### src/rtl/vga_sync_decode.sv
// VGA timing recovery: rebuilds pixel coordinates from hsync/vsync,
// tracks lock, and produces per-pixel strobes and a per-frame checksum.
module vga_sync_decode #(
  parameter int HD = 640,
  parameter int HF = 48,
  parameter int HB = 16,
  parameter int HR = 96,
  parameter int VD = 480,
  parameter int VF = 10,
  parameter int VB = 33,
  parameter int VR = 2
) (
  input  logic        clk,
  input  logic        reset,
  input  logic        p_tick,
  input  logic        hsync,
  input  logic        vsync,
  input  logic [2:0]  rgb,
  output logic [9:0]  pix_x,
  output logic [9:0]  pix_y,
  output logic [2:0]  rgb_out,
  output logic        pix_valid,
  output logic        frame_start,
  output logic        locked,
  output logic [7:0]  err_cnt,
  output logic [15:0] frame_sum,
  output logic        sum_valid
);

  localparam int H_TOTAL = HD + HF + HB + HR;
  localparam int H_SS    = HD + HB;
  localparam int V_TOTAL = VD + VF + VB + VR;
  localparam int V_SS    = VD + VB;
  localparam int WD_MAX  = 2 * H_TOTAL;
  localparam int WW      = $clog2(WD_MAX + 1);

  localparam logic [9:0] H_END  = 10'(H_TOTAL - 1);
  localparam logic [9:0] H_SYNC = 10'(H_SS);
  localparam logic [9:0] V_END  = 10'(V_TOTAL - 1);
  localparam logic [9:0] V_SYNC = 10'(V_SS);
  localparam logic [9:0] X_LIM  = 10'(HD);
  localparam logic [9:0] Y_LIM  = 10'(VD);
  localparam logic [9:0] X_LAST = 10'(HD - 1);
  localparam logic [9:0] Y_LAST = 10'(VD - 1);
  localparam logic [WW-1:0] WD_LAST = WW'(WD_MAX - 1);

  typedef enum logic [1:0] {
    HUNT,
    VERIFY,
    LOCKED
  } state_t;

  state_t        state;
  logic [9:0]    h_cnt;
  logic [9:0]    v_cnt;
  logic          hs_q;
  logic          vs_q;
  logic [WW-1:0] wd;
  logic [15:0]   acc;

  logic       hs_rise;
  logic       vs_rise;
  logic       h_last;
  logic       v_last;
  logic [9:0] h_pred;
  logic [9:0] v_adv;
  logic [9:0] v_pred;
  logic [9:0] h_nxt;
  logic [9:0] v_nxt;
  logic       wd_hit;
  logic       err;
  logic       active;
  logic       show;
  logic       last_px;

  always_comb begin
    hs_rise = p_tick & hsync & ~hs_q;
    vs_rise = p_tick & vsync & ~vs_q;
    h_last  = (h_cnt == H_END);
    v_last  = (v_cnt == V_END);
    h_pred  = h_last ? 10'd0 : h_cnt + 10'd1;
    v_adv   = v_last ? 10'd0 : v_cnt + 10'd1;
    // free-running prediction ignores any hsync realignment
    v_pred  = h_last ? v_adv : v_cnt;
    h_nxt   = hs_rise ? H_SYNC : h_pred;
    if (vs_rise)
      v_nxt = V_SYNC;
    else if (h_last && !hs_rise)
      v_nxt = v_adv;
    else
      v_nxt = v_cnt;
    wd_hit  = !hs_rise && (wd == WD_LAST);
    err     = p_tick && (state != HUNT) &&
              ((hs_rise && h_pred != H_SYNC) ||
               (vs_rise && v_pred != V_SYNC) ||
               wd_hit);
    active  = (h_nxt < X_LIM) && (v_nxt < Y_LIM);
    show    = (state == LOCKED) && !err && active;
    last_px = (h_nxt == X_LAST) && (v_nxt == Y_LAST);
  end

  always_ff @(posedge clk) begin
    if (reset) begin
      state       <= HUNT;
      h_cnt       <= '0;
      v_cnt       <= '0;
      hs_q        <= 1'b0;
      vs_q        <= 1'b0;
      wd          <= '0;
      acc         <= '0;
      pix_x       <= '0;
      pix_y       <= '0;
      rgb_out     <= '0;
      pix_valid   <= 1'b0;
      frame_start <= 1'b0;
      locked      <= 1'b0;
      err_cnt     <= '0;
      frame_sum   <= '0;
      sum_valid   <= 1'b0;
    end else begin
      pix_valid   <= 1'b0;
      frame_start <= 1'b0;
      sum_valid   <= 1'b0;
      if (p_tick) begin
        hs_q        <= hsync;
        vs_q        <= vsync;
        h_cnt       <= h_nxt;
        v_cnt       <= v_nxt;
        pix_x       <= h_nxt;
        pix_y       <= v_nxt;
        rgb_out     <= show ? rgb : 3'd0;
        pix_valid   <= show;
        frame_start <= show && (h_nxt == 10'd0) && (v_nxt == 10'd0);
        if (err) begin
          state  <= HUNT;
          locked <= 1'b0;
          wd     <= '0;
          acc    <= '0;
          if (err_cnt != 8'hff)
            err_cnt <= err_cnt + 8'd1;
        end else begin
          unique case (state)
            HUNT: begin
              wd <= '0;
              if (vs_rise)
                state <= VERIFY;
            end
            VERIFY: begin
              wd <= hs_rise ? '0 : wd + 1'b1;
              if (vs_rise) begin
                state  <= LOCKED;
                locked <= 1'b1;
              end
            end
            LOCKED: begin
              wd <= hs_rise ? '0 : wd + 1'b1;
            end
            default: begin
              state  <= HUNT;
              locked <= 1'b0;
            end
          endcase
        end
        if (show) begin
          if (last_px) begin
            frame_sum <= acc + 16'(rgb);
            acc       <= '0;
            sum_valid <= 1'b1;
          end else begin
            acc <= acc + 16'(rgb);
          end
        end
      end
    end
  end

endmodule

### config.mk
export PLATFORM = sky130hd
export DESIGN_NAME = vga_sync_decode
export DESIGN_NICKNAME = d
export VERILOG_FILES = /design/src/rtl/vga_sync_decode.sv
export SDC_FILE = /design/constraint.sdc
export NUM_CORES = 1
export LEC_CHECK = 0
export CORE_ASPECT_RATIO = 2
export CORE_MARGIN = 2
export CORE_UTILIZATION = 51
export CTS_CLUSTER_DIAMETER = 120
export DETAILED_ROUTE_END_ITERATION = 7
export PLACE_DENSITY = 0.77
export SLEW_MARGIN = 20
export SYNTH_ARGS = -nofsm -noshare
export SYNTH_HDL_FRONTEND = slang
export SYNTH_SLANG_ARGS = --single-unit
export TNS_END_PERCENT = 10
### constraint.sdc
create_clock -name clk -period 3.2 [get_ports clk]
set_clock_uncertainty 0.05 [all_clocks]
set_input_delay 0.32 -clock clk [delete_from_list [all_inputs] [get_ports clk]]
set_output_delay 0.32 -clock clk [all_outputs]
set_load 0.05 [all_outputs]
==> results.yml, run 1 <==
synth:
  syn_inst: 620
  synth_area_um2: 4950
  synth_nets: 641
  ys_seq_area_share_pct: 33.2
  yosysWarningCount: 0
  yosys-top-cells-count: "nor2_1 (87), dfxtp_1 (82), a21oi_1 (45)"
  synth_edf_count: 0
  synth-async-reset-ratio_pct: 0
  synth.distinct_cells: 77
  synth_area_leader_cell: "dfxtp_1"
  yosysMostFrequentCell: "nor2_1"
  avgSynthCellArea_um2: 7.98
  synth_top_cell_area_share_pct: 33.2
  synth-seq-cells: 82
  ys.flop_type: "dfxtp_1"
  synth_area_leaders: "dfxtp_1 (33%), nor2_1 (6.6%), a21oi_1 (4.6%), ha_1 (3.0%), xnor2_1 (3.0%)"
setup_path:
  critPathRequiredTime_ps: 3380
  worstSetupPathType: "flop to flop"
  cp-startpoint: "h_cnt[5]$_SDFFE_PP0P_"
  r2r_cells: 10
  cp-endpoint: "acc[6]$_SDFFE_PP0P_"
  r2r-start: "h_cnt[5]$_SDFFE_PP0P_"
  cp-start-kind: "flop"
  reg2reg_slack_ps: 120
  crit_arrival_ps: 3260
  end_kind: "flop"
  r2r_end: "acc[6]$_SDFFE_PP0P_"
  crit_fanout: 13
placement:
  portBuffers: 58
  numPlacedInstances: 786
  place.gp.congestion: 0.981
  hpwl_mm: 10.8
sta:
  fmax_mhz: 325
  min_period_ps: 3080
  rsz0062_at_grt: "yes"
  worst_pin_slew_ps: 572
  setup_viol: 0
  finalHoldViolCount: 0
  period_share_pct: 96.1
  slew_viol_final: 0
  relSlewSlack_pct: 61.5
  holdWs_ps: 388
route:
  dr_wl_met3_um: 771
  vias: 5097
  top_layer: "met4"
  wl_met1_mm: 5.17
  wl_per_cell_um: 18.1
  firstDrtPassIters: 6
  wl_met2_mm: 7.87
  drt_iter0_drc: 387
  routed_wl_mm: 14.5
  route.detailed.drc: 0
  final_antenna_net_count: 0
  viasPerCell: 6.35
die:
  rows: 50
  coreArea_um2: 9380
  fp.dieH_um: 143
  start_util_pct: 52.7
  io_pins: 59
  die_area_um2: 10500
  die_w_um: 73.6
grt:
  grt-ovfl-total: 0
  grt_pass1_wl_mm: 23.2
  grt.total_usage_pct: 28.0
  grt_pass1_vias: 4871
  grt_max_degree: 41
  antenna_found_initial: 0
run:
  cap_violations: 0
cts:
  cts_tree: "built"
  cts_max_path_buffers: 2
  numCtsBuffers: 9
  clkTransAtPathRegs_ps: 60
  cts.sinks: 82
  clkLatencyLatePin_ps: 340
  cts_max_level: 3
  cts-root-buf: "clkbuf_16"
final_layout:
  num_antenna_cells: 0
  fin_nets: 715
  drive_above_1_share_pct: 14.2
  fill_cells: 812
  syn_to_final_growth_pct: 24.0
  stdcell_count: 803
hold_path:
  min_path_type: "input port to flop"
power_and_ir_drop:
  p_leak_nw: 2.17
  p_clk_share_pct: 44.3
  power_density_nw_per_um2: 375
  p_sw_w: 0.000580
  vdd_drop_max_mv: 0.410
  p_int_w: 0.00172
  seq_power_share_pct: 45.6
  swShare_pct: 25.2
  p_comb_share_pct: 10.1
outcome:
  status: "completed"
how the worst min path moves through the flow:
stage,start,end,cells after the start
finish,reset,h_cnt[0]$_SDFFE_PP0P_,2
global route,reset,acc[1]$_SDFFE_PP0P_,2
global placement,state[1]$_SDFFE_PP0P_,state[1]$_SDFFE_PP0P_,2
detailed placement,frame_sum[0]$_SDFFE_PP0P_,frame_sum[0]$_SDFFE_PP0P_,2
floorplan,state[1]$_SDFFE_PP0P_,state[1]$_SDFFE_PP0P_,2
CTS,reset,h_cnt[0]$_SDFFE_PP0P_,2
repair_timing:
action	CTS	global route
buffers inserted	0	1
gates resized for setup	0	5
hold buffers	0	0
endpoints found under the setup margin	0	23
state kept, by name, indices dropped and copies added (netlist names), 2 cells and up:
signal and count:
rgb_out 3, acc 16, err_cnt 8, wd 11
h_cnt 10, state 2, v_cnt 10, frame_sum 16
kinds of logic after synthesis:
| logic type | share of synthesized area (%) |
|---|---|
| AND/OR/NAND/NOR | 30.0 |
| AO/OA/AOI/OAI | 22.5 |
| flip-flops | 33.2 |
| buffers and inverters | 4.98 |
| XOR/XNOR | 4.25 |
| adder cells (fa/ha/maj) | 3.44 |
| multiplexers | 1.64 |
metal layers:
layer  GRT usage (%)  vias to the layer above
met1            29.7                     2405
met4            16.2                        0
met5               0                        -
met2            50.6                      206
li1                -                     2425
met3            3.60                       61
placed cells by master (no fill, tap or decap), types with 5 or more instances in the layout:
cell             synthesis  layout
and3_1                  11      11
a32oi_1                  7       7
inv_1                   12      12
xor2_1                   7       7
a22oi_1                  6       6
nor2_1                  87      87
dfxtp_1                 82      80
clkbuf_16                0       9
mux2i_1                  7       7
o21ai_1                 10      10
buf_4                    1      47
nor3_1                  26      25
or4_1                    5       5
xnor2_1                 17      17
a21bo_2                 10      10
nand2_1                 39      39
nor4_1                   8       8
clkdlybuf4s50_1          0      57
nand4_1                 17      17
nand3b_1                 5       5
nor2b_1                  9       8
ha_1                    12      12
a211oi_1                 7       7
nand2b_1                 8       8
nand3_1                 24      24
and2_1                   7       7
o21ai_0                 22      22
nor3b_1                  6       5
a21oi_1                 45      45
nor4b_1                  7       7
o211ai_1                 5       5
metrics by stage:
step | TNS (ps) | utilization, % | total power, W | worst slack, ps | instance area, um2
3_5_place_dp | -621 | 62.0 | 0.00130 | -80.0 | 5820
3_3_place_gp | 0 | 62.0 | 0.00129 | 15.5 | 5820
6_report | 0 | 65.3 | 0.00230 | 125 | 6130
4_1_cts | 0 | 65.1 | 0.00231 | 1.17 | 6110
2_1_floorplan | 0 | - | 0.00121 | 18.7 | 4950
5_1_grt | -0.743 | 65.3 | 0.00237 | -0.743 | 6130
critical path: stages, from the launching register on:
cell and delay, ps:
dfxtp_1 450, nor4b_2 400, nand4_1 250, buf_4 220, nor4b_1 400, o2111ai_1 200, o21bai_1 340, a2111oi_4 110
buf_4 200, o21ai_1 100, a21bo_2 240
power by group through the flow:
stage,Sequential [W],Clock (W),Combinational (W)
2_1_floorplan,0.00109,0,0.000124
3_3_place_gp,0.00107,0,0.000222
3_5_place_dp,0.00107,0,0.000225
4_1_cts,0.00105,0.00103,0.000227
5_1_grt,0.00105,0.00107,0.000250
6_report,0.00105,0.00102,0.000232
area by class of cell:
| cell class | count | area (um2) | area share, % |
|---|---|---|---|
| multi-input combinational | 483 | 3080 | 50.2 |
| sequential | 82 | 1640 | 26.8 |
| timing repair buffer | 106 | 948 | 15.5 |
| clock buffer | 11 | 233 | 3.80 |
| tap | 104 | 130 | 2.12 |
| clock inverter | 5 | 55.1 | 0.898 |
| inverter | 12 | 45.0 | 0.735 |
(Power assumes the default switching activity.)
==> inputs of run 2 (changes only) <==
- PLACE_DENSITY: 0.77 -> default
- PLACE_DENSITY_LB_ADDON: default -> 0.12
==> run 2 against run 1 <==
  * Die area unchanged
  * Cell area increased by 2.4%
  * Clock power increased by 11%
  * First-iteration DRC count decreased by 1.6%
  * Total power increased by 5.5%
  * Largest cell class unchanged
  * Largest power group is now clock
  * Highest routed layer unchanged
==> results.yml, run 2 (synthesized netlist as in run 1, its figures left out) <==
placement:
  place.gp.congestion: 1.03
  place_area_um2: 5900
  hpwl_mm: 10.9
  place_ws_ps: -160
  portBuffers: 58
  numPlacedInstances: 799
sta:
  slew_viol_final: 0
  finalHoldViolCount: 0
  rsz0062_at_grt: "no"
  worst_pin_slew_ps: 617
  holdWs_ps: 434
  period_share_pct: 94.6
  fin_ws_ps: 173
  fmax_mhz: 330
  setup_viol: 0
  relSlewSlack_pct: 58.9
  min_period_ps: 3030
cts:
  cts-root-buf: "clkbuf_16"
  numCtsBuffers: 9
  cts_max_level: 3
  cts_max_path_buffers: 2
  cts_hold_buf: 0
  cts.sinks: 82
  clkLatencyLatePin_ps: 340
  clkTransAtPathRegs_ps: 70
  cts_tree: "built"
route:
  route.detailed.drc: 0
  viasPerCell: 6.18
  drt_iter0_drc: 381
  routed_wl_mm: 14.4
  firstDrtPassIters: 5
  wl_per_cell_um: 17.6
  final_antenna_net_count: 0
  vias: 5046
power_and_ir_drop:
  swShare_pct: 25.1
  p_comb_share_pct: 10.3
  p_int_w: 0.00182
  power_density_nw_per_um2: 387
  p_sw_w: 0.000608
  power_w: 0.00243
  p_leak_nw: 2.28
  vdd_drop_max_mv: 0.382
  p_clk_share_pct: 46.6
  seq_power_share_pct: 43.1
die:
  die_w_um: 73.6
  fp.dieH_um: 143
  start_util_pct: 52.7
  coreArea_um2: 9380
  die_area_um2: 10500
  rows: 50
  io_pins: 59
final_layout:
  num_antenna_cells: 0
  mostFrequentLayoutCell: "nor2_1"
  syn_to_final_growth_pct: 26.9
  multiInputGateArea_um2: 3100
  stdcell_count: 816
  fin_nets: 728
  drive_above_1_share_pct: 16.3
  final_area_um2: 6280
  reg_top3: "acc: 16 flops, frame_sum: 16 flops, wd: 11 flops"
  fill_cells: 821
  final_cell_mix: "nor2_1 (87), dfxtp_1 (80), buf_4 (61), clkdlybuf4s50_1 (57), a21oi_1 (45)"
  regArea_um2: 1640
setup_path:
  slowest_stage: "or4b_4"
  critPathRequiredTime_ps: 3350
  crit_arrival_ps: 3170
  crit_fanout: 7
  cp-start-kind: "flop"
  worstSetupPathType: "flop to flop"
  crit_top_cell: "buf_4"
  path_cells: "or4b_4 > nor3_1 > buf_4 > o21ai_0 > a21oi_1 > o21ai_1 > buf_4 > nor4b_1 > xnor2_1 > nor2_1"
  max_stage_delay_ps: 630
  end_kind: "flop"
grt:
  grt.total_usage_pct: 28.1
  grt_pass1_vias: 4850
  grt_pass1_wl_mm: 23.1
  grt_max_degree: 40
  antenna_found_initial: 0
  grt-ovfl-total: 0
outcome:
  status: "completed"
run:
  cap_violations: 0
hold_path:
  min_path_type: "input port to flop"
[run 2: cell types whose count changed in the layout (fill, tap and decap cells not counted), sizes merged]
cell / delta
buf: +13
bufinv: +1
clkbuf: -2
clkinv: +1
clkinvlp: -2
inv: +2
[run 2: layout make-up]
class / instances / area share [%]
sequential: 82 / 26.2
clock buffer: 9 / 3.59
inverter: 12 / 0.718
clock inverter: 7 / 1.59
tap: 104 / 2.07
timing repair buffer: 119 / 16.5
multi-input combinational: 483 / 49.4
[run 2: per-layer routing]
metal / wire length [um] / GRT usage (%) / vias to the layer above
met4: 702 / 17.9 / 0
met3: 567 / 3.95 / 49
li1: - / - / 2454
met1: 5360 / 30.5 / 2355
met2: 7740 / 49.3 / 188
met5: 0 / 0 / -
[run 2: repair_timing]
item	in CTS	in global routing
setup buffers	1	0
endpoints found under the setup margin	10	35
pin swaps	1	0
gates resized for setup	1	8
[run 2: critical path, delay by kind of cell (launching register included)]
kind,cells,cell delay [ps]
DFF,1,390
xor gates and xnor gates,1,170
buffers and inverters,2,370
and+or+nand+nor,4,1350
AOI/OAI and AO/OA,3,550
[run 2: power groups by stage]
stage / Clock (W) / Sequential (W) / Combinational (W)
global placement: 0 / 0.00107 / 0.000239
finish: 0.00113 / 0.00105 / 0.000249
global route: 0.00118 / 0.00105 / 0.000268
floorplan: 0 / 0.00109 / 0.000124
detailed placement: 0 / 0.00107 / 0.000244
CTS: 0.00115 / 0.00104 / 0.000245
[run 2: per-stage QoR]
stage	util, %	setup TNS, ps
floorplan	-	0
global route	66.9	0
global placement	62.9	0
detailed placement	62.9	-1460
CTS	66.5	0
finish	66.9	0
[run 2: path summary, 6_finish.rpt]
path	startpoint	endpoint	slack, ps	cells after the start
worst max-delay path	h_cnt[5]$_SDFFE_PP0P_	err_cnt[5]$_SDFFE_PP0P_	170	10
worst min-delay path	reset	acc[12]$_SDFFE_PP0P_	430	2
worst max register to register	h_cnt[5]$_SDFFE_PP0P_	err_cnt[5]$_SDFFE_PP0P_	170	10
worst min register to register	state[1]$_SDFFE_PP0P_	state[1]$_SDFFE_PP0P_	430	2
==> inputs of run 3 (changes only) <==
- CORE_MARGIN: 2 -> default
==> run 3 against run 2 <==
  * Cell area is 0.82% lower
  * Die area is 4.1% lower
  * Worst hold slack got worse by 120 ps
  * First-iteration DRC count decreased by 8.1%
  * Cell count decreased by 0.86%
  * Clock power shrank 7%
  * Critical path type unchanged
==> results.yml, run 3 (synthesized netlist as in run 1, its figures left out) <==
route:
  drt_iter0_drc: 350
  final_antenna_net_count: 0
  routed_wl_mm: 14.8
  wl_per_cell_um: 18.3
  route.detailed.drc: 0
  firstDrtPassIters: 7
  viasPerCell: 6.23
  vias: 5044
cts:
  cts.sinks: 82
  cts_hold_buf: 0
  cts_tree: "built"
  cts_max_level: 3
  clkTransAtPathRegs_ps: 70
  numCtsBuffers: 9
  cts-root-buf: "clkbuf_16"
  clkLatencyLatePin_ps: 340
  cts_max_path_buffers: 2
setup_path:
  path_buf_inv: 2
  path_cells: "ha_1 > and4_1 > buf_4 > nand3_1 > a2111oi_4 > a21oi_2 > o41ai_1 > buf_4 > nor2b_1 > a21oi_1 > o22ai_1"
  cp-start-kind: "flop"
  crit_family: "compound AO/OA/AOI/OAI gates"
  slowest_stage: "o41ai_1"
  crit_arrival_ps: 3280
  crit_top_cell: "buf_4"
  max_stage_delay_ps: 370
  worstSetupPathType: "flop to flop"
  end_kind: "flop"
  crit_fanout: 11
  critPathRequiredTime_ps: 3410
die:
  fp.dieH_um: 141
  die_area_um2: 10100
  coreArea_um2: 9380
  die_w_um: 71.6
  start_util_pct: 52.7
  io_pins: 59
  rows: 50
placement:
  portBuffers: 58
  hpwl_mm: 11.0
  place_ws_ps: -217
  place.gp.congestion: 0.976
  numPlacedInstances: 791
sta:
  setup_viol: 0
  final.setup.tns_ps: 0
  fin_ws_ps: 132
  period_share_pct: 95.9
  slew_viol_final: 0
  worst_pin_slew_ps: 655
  min_period_ps: 3070
  fmax_mhz: 326
  finalHoldViolCount: 0
  rsz0062_at_grt: "no"
  relSlewSlack_pct: 55.2
grt:
  grt_max_degree: 54
  grt_pass1_wl_mm: 24.5
  grt-ovfl-total: 0
  grt.total_usage_pct: 30.7
  grt_pass1_vias: 4984
  antenna_found_initial: 0
final_layout:
  drive_above_1_share_pct: 15.6
  finish.utilization_pct: 66.3
  fin_nets: 721
  reg_top3: "acc: 16 flops, frame_sum: 16 flops, wd: 11 flops"
  final_cell_mix: "nor2_1 (87), dfxtp_1 (79), clkdlybuf4s50_1 (57), buf_4 (52), a21oi_1 (43)"
  syn_to_final_growth_pct: 25.9
  stdcell_count: 809
  mostFrequentLayoutCell: "nor2_1"
  num_antenna_cells: 0
power_and_ir_drop:
  power_density_nw_per_um2: 376
  p_leak_nw: 2.21
  power_w: 0.00234
  vdd_drop_max_mv: 0.369
run:
  cap_violations: 0
hold_path:
  min_path_type: "input port to flop"
outcome:
  status: "completed"
-- run 3: changes by cell type in the layout (fill, tap and decap cells not counted), sizes merged --
| cell | previous run | this run |
|---|---|---|
| clkinvlp | 0 | 2 |
| buf | 62 | 55 |
| bufinv | 2 | 1 |
| clkinv | 3 | 2 |
-- run 3: timing repair --
item	4_1_cts	5_1_grt
resized for setup	2	8
pin swaps	1	1
setup buffers	1	1
gates cloned	0	0
endpoints found under the setup margin	46	47
-- run 3: final timing paths --
check	from	cells past startpoint	slack, ps	to
min	reset	2	310	rgb_out[1]$_SDFFE_PP0P_
max	h_cnt[0]$_SDFFE_PP0P_	11	130	wd[3]$_SDFFE_PP0P_
min reg2reg	state[1]$_SDFFE_PP0P_	2	450	state[1]$_SDFFE_PP0P_
max reg2reg	h_cnt[0]$_SDFFE_PP0P_	11	130	wd[3]$_SDFFE_PP0P_
-- run 3: cell type report --
cell class	count	area [um2]
fill	809	3160
tap	104	130
clock buffer	9	225
inverter	12	45.0
multi-input combinational	483	3100
timing repair buffer	112	1010
clock inverter	7	76.3
sequential	82	1650
-- run 3: routing by layer --
| layer | GRT usage (%) | wire [um] |
|---|---|---|
| met1 | 32.0 | 5390 |
| met5 | 0 | 0 |
| met2 | 55.5 | 7710 |
| met4 | 18.8 | 948 |
| met3 | 5.40 | 754 |
-- run 3: where the power goes --
group	leakage (nW)	total, W	switching, W	internal (W)
Sequential	0.664	0.00105	0.0000136	0.00103
Clock	0.142	0.00105	0.000439	0.000610
Combinational	1.40	0.000247	0.000157	0.0000897
-- run 3: through the flow --
step                      cell area [um2]  hold WS (ps)
final                                6220           312
after global routing                 6220           335
after CTS                            6180           313
after detailed placement             5870           430
after global placement               5870           412
after floorplan                      4950           403
